--- config.mk ---
export PLATFORM = sky130hd
export DESIGN_NAME = demux1x2_stream_flat
export DESIGN_NICKNAME = d
export VERILOG_FILES = /design/src/rtl/demux1x2_stream_pkg.sv /design/src/rtl/demux1x2_stream_if.sv /design/src/rtl/demux1x2_stream_fifo_sync.sv /design/src/rtl/demux1x2_stream.sv /design/src/flat_wrapper.sv
export SDC_FILE = /design/constraint.sdc
export NUM_CORES = 1
export LEC_CHECK = 0
export CELL_PAD_IN_SITES_DETAIL_PLACEMENT = 1
export CELL_PAD_IN_SITES_GLOBAL_PLACEMENT = 2
export CORE_ASPECT_RATIO = 1.1
export CORE_MARGIN = 10
export CORE_UTILIZATION = 38
export DETAILED_ROUTE_END_ITERATION = 8
export PLACE_DENSITY_LB_ADDON = 0.1
export SYNTH_ARGS = -nofsm -noshare
export SYNTH_HDL_FRONTEND = slang
export SYNTH_SLANG_ARGS = --single-unit
--- constraint.sdc ---
create_clock -name clk -period 3.05 [get_ports clk]
set_input_delay 0.305 -clock clk [delete_from_list [all_inputs] [get_ports clk]]
set_output_delay 0.305 -clock clk [all_outputs]
set_load 0.01 [all_outputs]
--- src/rtl/demux1x2_stream_pkg.sv ---
// demux_pkg: shared defaults and route-select encoding for demux1x2_stream.
//   DATA_W_DEF : default word width
//   DEPTH_DEF  : default entries per output queue (power of 2, >= 2)
//   SEL_A/SEL_B: value of Es that routes a word to output A / output B
package demux_pkg;

  localparam int DATA_W_DEF = 8;
  localparam int DEPTH_DEF  = 2;

  localparam logic SEL_A = 1'b0;
  localparam logic SEL_B = 1'b1;

  function automatic logic sel_is_b(input logic es);
    return es == SEL_B;
  endfunction

endpackage

--- src/rtl/demux1x2_stream_if.sv ---
// demux1x2_stream_if: stream bundle for the 1-to-2 demux.
//   Y, Es, in_valid -> input word, route select, input valid
//   in_ready        <- demux can accept the input word
//   A, a_valid      <- output A head word and valid; a_ready -> consumer A takes it
//   B, b_valid      <- output B head word and valid; b_ready -> consumer B takes it
// master: producer/consumer side.  slave: the demux itself.
interface demux1x2_stream_if
  import demux_pkg::*;
#(
  parameter int DATA_W = DATA_W_DEF
);
  logic [DATA_W-1:0] Y;
  logic              Es;
  logic              in_valid;
  logic              in_ready;
  logic [DATA_W-1:0] A;
  logic              a_valid;
  logic              a_ready;
  logic [DATA_W-1:0] B;
  logic              b_valid;
  logic              b_ready;

  modport master (
    output Y, Es, in_valid, a_ready, b_ready,
    input  in_ready, A, a_valid, B, b_valid
  );

  modport slave (
    input  Y, Es, in_valid, a_ready, b_ready,
    output in_ready, A, a_valid, B, b_valid
  );
endinterface

--- src/rtl/demux1x2_stream_fifo_sync.sv ---
// fifo_sync: single-clock FIFO used as one output queue of the demux.
//   clk, rst_n : clock, asynchronous active-low reset (empties the queue)
//   push_i/din_i : write din_i (ignored when full)
//   pop_i      : drop the head word (ignored when empty)
//   full_o/empty_o : registered-state occupancy flags
//   head_o     : head word, all zeros while empty
module fifo_sync
  import demux_pkg::*;
#(
  parameter int DATA_W = DATA_W_DEF,
  parameter int DEPTH  = DEPTH_DEF
) (
  input  logic              clk,
  input  logic              rst_n,
  input  logic              push_i,
  input  logic [DATA_W-1:0] din_i,
  input  logic              pop_i,
  output logic              full_o,
  output logic              empty_o,
  output logic [DATA_W-1:0] head_o
);
  localparam int PW = $clog2(DEPTH);
  localparam int CW = $clog2(DEPTH + 1);

  logic [DATA_W-1:0] mem_q [DEPTH];
  logic [PW-1:0]     wr_ptr_q;
  logic [PW-1:0]     rd_ptr_q;
  logic [CW-1:0]     count_q;
  logic [CW-1:0]     count_d;
  logic              do_push;
  logic              do_pop;

  assign full_o  = (count_q == CW'(DEPTH));
  assign empty_o = (count_q == '0);
  assign do_push = push_i & ~full_o;
  assign do_pop  = pop_i & ~empty_o;
  // Storage is never cleared; gating the head on empty keeps stale words hidden.
  assign head_o  = empty_o ? '0 : mem_q[rd_ptr_q];

  always_comb begin
    count_d = count_q;
    case ({do_push, do_pop})
      2'b10:   count_d = count_q + 1'b1;
      2'b01:   count_d = count_q - 1'b1;
      default: count_d = count_q;
    endcase
  end

  always_ff @(posedge clk) begin
    if (do_push) mem_q[wr_ptr_q] <= din_i;
  end

  // Pointers are log2(DEPTH) wide so they wrap modulo DEPTH for free.
  always_ff @(posedge clk or negedge rst_n) begin
    if (!rst_n) begin
      wr_ptr_q <= '0;
      rd_ptr_q <= '0;
      count_q  <= '0;
    end else begin
      if (do_push) wr_ptr_q <= wr_ptr_q + 1'b1;
      if (do_pop)  rd_ptr_q <= rd_ptr_q + 1'b1;
      count_q <= count_d;
    end
  end
endmodule

--- src/rtl/demux1x2_stream.sv ---
// demux1x2_stream: routes an input stream to one of two queued outputs.
//   clk, rst_n : clock, asynchronous active-low reset
//   bus        : demux1x2_stream_if slave modport (input stream Y/Es,
//                output streams A and B with valid/ready each)
// Each output has its own fifo_sync, so a stalled consumer only blocks
// words routed to it.
module demux1x2_stream
  import demux_pkg::*;
#(
  parameter int DATA_W = DATA_W_DEF,
  parameter int DEPTH  = DEPTH_DEF
) (
  input  logic                  clk,
  input  logic                  rst_n,
  demux1x2_stream_if.slave      bus
);
  logic full_a, full_b;
  logic empty_a, empty_b;
  logic sel_b;
  logic accept;
  logic push_a, push_b;
  logic pop_a, pop_b;

  assign sel_b = sel_is_b(bus.Es);

  // Ready depends only on Es and registered full flags, never on a_ready/b_ready,
  // so a same-cycle pop on a full queue does not open the input.
  assign bus.in_ready = sel_b ? ~full_b : ~full_a;
  assign accept       = bus.in_valid & bus.in_ready;
  assign push_a       = accept & ~sel_b;
  assign push_b       = accept &  sel_b;
  assign pop_a        = bus.a_ready & ~empty_a;
  assign pop_b        = bus.b_ready & ~empty_b;

  assign bus.a_valid = ~empty_a;
  assign bus.b_valid = ~empty_b;

  fifo_sync #(.DATA_W(DATA_W), .DEPTH(DEPTH)) u_fifo_a (
    .clk     (clk),
    .rst_n   (rst_n),
    .push_i  (push_a),
    .din_i   (bus.Y),
    .pop_i   (pop_a),
    .full_o  (full_a),
    .empty_o (empty_a),
    .head_o  (bus.A)
  );

  fifo_sync #(.DATA_W(DATA_W), .DEPTH(DEPTH)) u_fifo_b (
    .clk     (clk),
    .rst_n   (rst_n),
    .push_i  (push_b),
    .din_i   (bus.Y),
    .pop_i   (pop_b),
    .full_o  (full_b),
    .empty_o (empty_b),
    .head_o  (bus.B)
  );
endmodule

--- src/flat_wrapper.sv ---
// flat-port wrapper written by rule: the top's interface ports become plain ports
module demux1x2_stream_flat import demux_pkg::*;
#(
  parameter int DATA_W = DATA_W_DEF,
  parameter int DEPTH  = DEPTH_DEF
)
  (clk, rst_n, bus_Y, bus_Es, bus_in_valid, bus_a_ready, bus_b_ready, bus_in_ready, bus_A, bus_a_valid, bus_B, bus_b_valid);
  demux1x2_stream_if #(.DATA_W(DATA_W)) bus_i ();
  input  logic clk;
  input  logic rst_n;
  input wire logic [$bits(bus_i.Y)-1:0] bus_Y;
  input wire logic [$bits(bus_i.Es)-1:0] bus_Es;
  input wire logic [$bits(bus_i.in_valid)-1:0] bus_in_valid;
  input wire logic [$bits(bus_i.a_ready)-1:0] bus_a_ready;
  input wire logic [$bits(bus_i.b_ready)-1:0] bus_b_ready;
  output wire logic [$bits(bus_i.in_ready)-1:0] bus_in_ready;
  output wire logic [$bits(bus_i.A)-1:0] bus_A;
  output wire logic [$bits(bus_i.a_valid)-1:0] bus_a_valid;
  output wire logic [$bits(bus_i.B)-1:0] bus_B;
  output wire logic [$bits(bus_i.b_valid)-1:0] bus_b_valid;
  assign bus_i.Y = bus_Y;
  assign bus_i.Es = bus_Es;
  assign bus_i.in_valid = bus_in_valid;
  assign bus_i.a_ready = bus_a_ready;
  assign bus_i.b_ready = bus_b_ready;
  assign bus_in_ready = bus_i.in_ready;
  assign bus_A = bus_i.A;
  assign bus_a_valid = bus_i.a_valid;
  assign bus_B = bus_i.B;
  assign bus_b_valid = bus_i.b_valid;
  demux1x2_stream #(.DATA_W(DATA_W), .DEPTH(DEPTH)) u_core (.clk(clk), .rst_n(rst_n), .bus(bus_i));
endmodule
Word-level counts from Yosys, hierarchy flattened:

Memory sizes are Yosys's and may differ from the RTL's.
Index checks and enable logic that the tools add are counted.

* $add $sub $neg: 8
* eq/ne operators: 6
* muxes and demuxes: 9
* bitwise logic cells: 14
* reductions and logical operators: 4

Operators by type and width (number)
* 8-bit two-way mux: 2
* 1-bit bitwise AND: 9
* 2-bit == test (second input constant): 4
* 2-bit case mux with 2 select lines: 2
* 1-bit two-way mux: 5
* 1-bit inverter: 5
* 1-bit adder (second input constant): 4
* 2-bit by 1-bit adder with 2-bit output (second input constant): 2
* 2-bit by 1-bit == test with 1-bit output (second input constant): 2
* 2-bit zero test: 2
* 2-bit nonzero test: 2
* 2-bit by 1-bit subtractor with 2-bit output (second input constant): 2

* bits in registers: 8
* bits in writable memories: 32
* output and inout port bits: 19
* memories kept: 2

Memories
* u_core.u_fifo_a.mem_q: words 2, bits a word 8, read ports 1, clocked after Yosys merged registers in 0, wr ports 1, line demux1x2_stream_fifo_sync.sv:25 `logic [DATA_W-1:0] mem_q [DEPTH];`
* u_core.u_fifo_b.mem_q: words 2, bits a word 8, read ports 1, clocked after Yosys merged registers in 0, wr ports 1, line demux1x2_stream_fifo_sync.sv:25

Longest topological paths before layout:

Gate-level depths: netlist of the first run.

* depth in word-level cells: 8
* mapped depth: 6

Modules after synthesis:

A second synthesis of the first run with hierarchy kept.

* cell total of the unflattened synthesis: 109
* area total of the unflattened synthesis: 1645.3 sq um

Modules (own cells, without submodules)
* fifo_sync: times used 2, cells each 51, area each 799.5 sq um, sequential area each 580.6 sq um
* demux1x2_stream: times used 1, cells each 7, area each 46.3 sq um, sequential area each 0.0 sq um

Worst setup path after synthesis of the first run:

No wires, ideal clock.

* path kind: register -> register
* from: register u_core.u_fifo_b.count_q[1]
* to: register u_core.u_fifo_b.count_q[1]
* setup time: 0.079 ns
* arrival time: 1.351 ns
* required time: 2.971 ns
* path slack: 1.620 ns
* stages on the path, launching flop included: 6
* period minus slack after synthesis: 1.430 ns
* cell sequence: dfrtp_1 > nor2_2 > nor2b_4 > ha_1 > nor2_1 > xor2_1

RTL lines
* from (decl): line demux1x2_stream_fifo_sync.sv:28 `logic [CW-1:0] count_q;`
* from (signal assigned): line demux1x2_stream_fifo_sync.sv:62 `count_q <= count_d;`
* 2-bit zero test (*): line demux1x2_stream_fifo_sync.sv:34 `assign empty_o = (count_q == '0);`
* 1-bit inverter (*): line demux1x2_stream_fifo_sync.sv:36, demux1x2_stream.sv:33
* 1-bit bitwise AND: line demux1x2_stream.sv:33 `assign pop_b = bus.b_ready & ~empty_b;`
* 1-bit bitwise AND (*): line demux1x2_stream_fifo_sync.sv:36 `assign do_pop = pop_i & ~empty_o;`
* net u_core.u_fifo_b.do_pop: line demux1x2_stream_fifo_sync.sv:31 `logic do_pop;`
* 2-bit by 1-bit == test with 1-bit output / 2-bit == test (equally long branches): line demux1x2_stream_fifo_sync.sv:42 `case ({do_push, do_pop})`
* 2-bit case mux with 2 select lines / 2-bit nonzero test (equally long branches)

The timed path passes the listed nets; every way through them passes the cells marked *.
A chain may end at the register's enable or synchronous reset.

Worst setup path in the final report of the first run:

* from: register u_core.u_fifo_a.rd_ptr_q
* to: output bus_A[1]

* cells in the longest elaborated chain, start to end: 2

RTL lines
* from (decl): line demux1x2_stream_fifo_sync.sv:27 `logic [PW-1:0] rd_ptr_q;`
* from (signal assigned): line demux1x2_stream_fifo_sync.sv:61 `if (do_pop) rd_ptr_q <= rd_ptr_q + 1'b1;`
* memory 2 x 8 bit
* 8-bit two-way mux: line demux1x2_stream_fifo_sync.sv:38 `assign head_o = empty_o ? '0 : mem_q[rd_ptr_q];`
* to (decl): line flat_wrapper.sv:17 `output wire logic [$bits(bus_i.A)-1:0] bus_A;`

No other way between the ends.

==> results.json, run 1 <==
{
  "endpoint_kind": "output port",
  "crit_slowest_cell": "dfrtp_1",
  "finalSetupTns_ns": 0,
  "drv_cap": 0,
  "hold_class": "primary input to async pin",
  "starting_utilization_of_the_core_area": 0.4012,
  "final-hold-violation-count": 0,
  "placed_cells": 187,
  "ctsHoldBuffers": 0,
  "clock_sinks": 40,
  "regToRegEndpoint": "u_core.u_fifo_b.mem_q[1][3]",
  "detail-route-antenna-nets": 0,
  "report.final.setup_viol": 0,
  "place_ws_ns": 1.018,
  "critical_path_startpoint_category": "register",
  "leakage_power_of_the_design_uw": 0.0007989,
  "timing.final.crit_share": 0.6933,
  "timing_worst_slew_pin_value_ns": 0.7277,
  "post_synth_num_cell_types": 15,
  "detailed_place_hpwl_um": 2471,
  "part_of_the_yosys_area_used_for_sequential_elements": 0.7138,
  "synth_simple_gate_area_share": 0.09615,
  "cts_buffer_depth": 2,
  "skew_ns": 0.005454,
  "ir_worst_vdd_mv": 0.4854,
  "post_synth_mux_area_share": 0.1054,
  "path_class": "register to output port",
  "worst-r2r-cell-count": 3,
  "cp.required_ns": 2.74,
  "wl_um": 3209,
  "rows": 24,
  "cts_root_buffer": "clkbuf_8",
  "finalWeightedCongestion": 0.6831,
  "run_status": "complete, no violations",
  "synthToLayoutAreaGrowth_pct": 28.46,
  "mappedNetlistNets": 121,
  "postSynthAreaPerCell_um2": 15.49,
  "largest_family_of_logic_cells_by_synthesized_area": "multiplexers",
  "via_per_inst": 4.723,
  "dr.pass1.iters": 3,
  "timing.slew.headroom": 0.5131,
  "fillerInstances": 423,
  "clk-insertion-delay-late_ns": 0.29,
  "register_area_um2": 1161,
  "largest_fanout_of_any_net_on_the_critical_path": 9,
  "synth_cells": 105,
  "endpoint_arrival_time_on_the_critical_path_ns": 1.81,
  "h_tree_depth": 2,
  "fin_crit_ns": 2.115,
  "globalRoute.totalOverflow": 0,
  "total_die_area_um2": 7301,
  "first_pass_grt_wire_length_um": 4926,
  "yosysWarningCount": 0,
  "critical_path_buf_inv_count": 1,
  "min_setup_slack_post_route_ns": 0.9355,
  "power.density_nw_per_um2": 920.6,
  "finalMaxSlewViolations": 0,
  "grt_start_max_net_pins": 14,
  "floorplan.die.width_um": 82.38,
  "finalCoreUtilization": 0.5154,
  "postCtsResizedCells": 0,
  "grt_antenna_before_repair": 0,
  "chipHeight_um": 88.62,
  "top_level_ports": 33,
  "grt_pass1_vias": 1015,
  "syn-cell-area_um2": 1627,
  "drt-wirelength-per-cell_um": 16.46,
  "drc": 0,
  "floorplan.core_area_um2": 4054,
  "clk_pin_slew_ns": 0.07,
  "crit-reg2reg-launch": "u_core.u_fifo_b.count_q[0]",
  "antenna_cells": 0,
  "grt_setup_unrepaired": "false",
  "post_layout_nonfiller_instances": 195,
  "num-nets-final": 158,
  "synth_adder_area_share": 0.01538,
  "critical-path-top-delay-family": "flip-flops",
  "gr-usage-all-layers": 0.09349,
  "place.port_buffers": 32,
  "cts_tree": "yes",
  "timing.critical_path.cells": "mux2i_1 > nor2_1 > clkdlybuf4s50_1",
  "drtIter0Drc": 24,
  "fin_hold_ws_ns": 0.3009,
  "multi_input_gate_area_um2": 440.4,
  "max_clock_freq_mhz": 472.9,
  "reg2reg_slack_ns": 1.37,
  "final_layout_size_suffix_gt1_frac": 0.1049,
  "max_stage_delay_ns": 0.65,
  "vias": 921,
  "compound_cell_area_share_of_the_yosys_netlist": 0,
  "tritoncts.num_buffers": 5,
  "synth.ff_latch_count": 40,
  "yosys.area_share.xor_xnor": 0.05385,
  "postCtsSetupRepairBufs": 0
}
report_power, final:
part           internal (uW)  switching (uW)
sequential               709             121
clock                    159             174
combinational            424             337
total                   1290             632
cell families after synthesis:
group         count (synthesis)
flops                        40
fa+ha+maj                     2
simple gates                 30
xor+xnor                     10
mux                          17
buf+inv                       6
registers in the layout (all words and copies together), names as in the netlist:
name / count
u_core.u_fifo_b.rd_ptr_q: 1
u_core.u_fifo_a.rd_ptr_q: 1
u_core.u_fifo_b.wr_ptr_q: 1
u_core.u_fifo_b.mem_q: 16
u_core.u_fifo_a.count_q: 2
u_core.u_fifo_a.wr_ptr_q: 1
u_core.u_fifo_a.mem_q: 16
u_core.u_fifo_b.count_q: 2
per-layer routing:
layer,share of wire,track usage,up-vias,wire length (um)
li1,-,-,439,-
met1,0.36,0.09030,455,1142
met3,0.071,0.03753,4,227
met4,0.014,0.04180,0,44
met5,0,0,-,0
met2,0.56,0.1691,23,1794
cell usage in the layout (no fill, tap or decap):
| cell type | count |
|---|---|
| nand2b_1 | 2 |
| mux2_2 | 1 |
| clkbuf_8 | 5 |
| clkdlybuf4s50_1 | 32 |
| dfrtp_1 | 8 |
| mux2i_1 | 16 |
| nand3b_2 | 1 |
| xor2_1 | 4 |
| nand3_2 | 1 |
| nor2_1 | 22 |
| ha_1 | 2 |
| clkinv_4 | 1 |
| clkinv_2 | 2 |
| nor2_2 | 2 |
| inv_1 | 4 |
| xnor2_1 | 6 |
| nor2b_4 | 2 |
| edfxtp_1 | 32 |
cell usage after synthesis:
master / n / area [um2]
xnor2_1: 6 / 52.55
edfxtp_1: 32 / 960.9
nor2b_4: 2 / 27.53
dfrtp_1: 8 / 200.2
nor2_1: 22 / 82.58
mux2i_1: 16 / 160.2
nor2_2: 2 / 12.51
nand3_2: 1 / 10.01
inv_1: 4 / 15.01
mux2_2: 1 / 11.26
xor2_1: 4 / 35.03
buf_2: 2 / 10.01
nand2b_1: 2 / 12.51
ha_1: 2 / 25.02
nand3b_2: 1 / 11.26
worst max path at each step:
stage	start	to	slack, ns	cells past startpoint
floorplan	u_core.u_fifo_b.count_q[1]	u_core.u_fifo_b.count_q[1]	1.62	5
global placement	bus_Es	bus_in_ready	1.11	3
detailed placement	bus_Es	u_core.u_fifo_a.mem_q[1][0]	1.02	3
CTS	u_core.u_fifo_a.rd_ptr_q	bus_A[1]	0.91	3
global route	u_core.u_fifo_a.rd_ptr_q	bus_A[1]	0.84	3
finish	u_core.u_fifo_a.rd_ptr_q	bus_A[1]	0.94	3
metrics by stage:
stage | area (um2) | power (uW)
2_1_floorplan | 1627 | 1241
3_3_place_gp | 2002 | 1591
3_5_place_dp | 2002 | 1625
4_1_cts | 2090 | 1967
5_1_grt | 2090 | 2053
6_report | 2090 | 1924
final cells by class:
class	instances	area share
sequential	40	0.5557
multi-input combinational	59	0.2108
timing repair buffer	32	0.1533
clock buffer	5	0.03293
tap	52	0.03114
clock inverter	3	0.008982
inverter	4	0.007186
Power figures use the tool's default switching activity.
==> run 2: changes to the inputs <==
CORE_UTILIZATION = 35   (was 38)
clock period = 2.2 ns   (was 3.05 ns; I/O delays follow)
==> run 2 against run 1 <==
  * Combinational power up 41%
  * Sequential share of layout area down 0.69 points
  * Non-clock buffer count up 4
  * Flip-flop and latch count is the same
  * Highest routed layer unchanged
  * Sequential power increased by 39%
==> results.json, run 2 (synthesized netlist as in run 1, its figures left out) <==
{
  "run_status": "complete, no violations",
  "timing.critical_path.cells": "mux2i_1 > nor2_1 > clkdlybuf4s50_1",
  "drv_cap": 0,
  "final-hold-violation-count": 0,
  "final_layout_size_suffix_gt1_frac": 0.1156,
  "endpoint_kind": "output port",
  "chipHeight_um": 91.50,
  "timing.final.crit_share": 0.9034,
  "cts_root_buffer": "clkbuf_8",
  "report.final.setup_viol": 0,
  "timing.slew.headroom": 0.6566,
  "antenna_cells": 0,
  "drt-wirelength-per-cell_um": 15.69,
  "grt_start_max_net_pins": 13,
  "skew_ns": 0.002676,
  "leakage_power_of_the_design_uw": 0.0008145,
  "cts_tree": "yes",
  "num-nets-final": 162,
  "worstSetupStartpoint": "u_core.u_fifo_a.rd_ptr_q",
  "max_clock_freq_mhz": 503.1,
  "postCtsSetupRepairBufs": 0,
  "hold_class": "primary input to async pin",
  "total_die_area_um2": 7778,
  "postCtsResizedCells": 0,
  "top_level_ports": 33,
  "floorplan.die.width_um": 85,
  "grt_pass1_vias": 1055,
  "drtIter0Drc": 32,
  "crit-reg2reg-launch": "u_core.u_fifo_b.count_q[0]",
  "rows": 25,
  "tritoncts.num_buffers": 5,
  "place_area_um2": 2034,
  "first_pass_grt_wire_length_um": 5133,
  "final_cell_area_um2": 2116,
  "fillerInstances": 455,
  "starting_utilization_of_the_core_area": 0.3688,
  "finalSetupTns_ns": 0,
  "clock_sinks": 40,
  "fin_hold_ws_ns": 0.2238,
  "clk-insertion-delay-late_ns": 0.29,
  "detailed_place_hpwl_um": 2430,
  "grt_setup_unrepaired": "false",
  "finalMaxSlewViolations": 0,
  "most-common-layout-cells": "clkdlybuf4s50_1, edfxtp_1, nor2_1",
  "power.density_nw_per_um2": 1263,
  "cts_buffer_depth": 2,
  "crit_slowest_cell": "dfrtp_1",
  "via_per_inst": 4.627,
  "finalWeightedCongestion": 0.6605,
  "vias": 930,
  "globalRoute.totalOverflow": 0,
  "place.port_buffers": 32,
  "floorplan.core_area_um2": 4410,
  "h_tree_depth": 2,
  "reg.largest.list": "u_core.u_fifo_a.mem_q: 16 flops, u_core.u_fifo_b.mem_q: 16 flops",
  "ctsHoldBuffers": 0,
  "fin_crit_ns": 1.988,
  "endpoint_arrival_time_on_the_critical_path_ns": 1.77,
  "critical-path-top-delay-family": "flip-flops",
  "ir_worst_vdd_mv": 0.5887,
  "cp.required_ns": 1.98,
  "drc": 0,
  "synthToLayoutAreaGrowth_pct": 30.08,
  "max_stage_delay_ns": 0.66,
  "timing_worst_slew_pin_value_ns": 0.5145,
  "wl_um": 3153,
  "critical_path_buf_inv_count": 1,
  "critical_path_startpoint_category": "register",
  "gr-usage-all-layers": 0.08362,
  "detail-route-antenna-nets": 0,
  "dr.pass1.iters": 3,
  "clk_pin_slew_ns": 0.07,
  "largest_fanout_of_any_net_on_the_critical_path": 9,
  "path_class": "register to output port",
  "grt_antenna_before_repair": 0
}
run 2: cell types whose count changed in the layout (fill, tap and decap cells not counted), sizes merged:
cell	delta
buf	+4
clkbuf	+2
clkinv	-2
run 2: stage by stage:
step	cells	total power (uW)	worst slack (ns)	util
after floorplan	105	1720	0.7697	-
after global placement	193	2227	0.4377	0.4613
after detailed placement	193	2278	0.4153	0.4613
after CTS	201	2731	0.1600	0.4797
after global routing	201	2864	0.03998	0.4797
final	201	2672	0.2125	0.4797
run 2: metal layers:
layer	track usage	vias up	share of wire
li1	-	449	-
met1	0.08263	449	0.38
met2	0.1456	25	0.52
met3	0.03038	7	0.073
met4	0.04945	0	0.019
met5	0	-	0
run 2: final cells by class:
type	instances	area, um2	share of cell area
multi-input combinational	59	440.4	0.2082
clock buffer	7	76.32	0.03607
clock inverter	1	5.005	0.002365
sequential	40	1161	0.5488
inverter	4	15.01	0.007096
timing repair buffer	36	350.3	0.1656
tap	54	67.56	0.03193
run 2: worst paths after layout:
path	to	slack (ns)	cells past startpoint
max in group asynchronous	u_core.u_fifo_b.rd_ptr_q	1.70	1
max reg2reg	u_core.u_fifo_b.count_q[1]	0.55	5
min reg2reg	u_core.u_fifo_b.wr_ptr_q	0.51	1
max	bus_A[2]	0.21	3
min in group clk	u_core.u_fifo_b.wr_ptr_q	0.51	1
min	u_core.u_fifo_a.count_q[0]	0.22	1
run 2: where the power goes:
group | total, uW | switching [uW] | internal (uW)
combinational | 1070 | 467 | 604
clock | 448 | 226 | 222
sequential | 1150 | 171 | 982
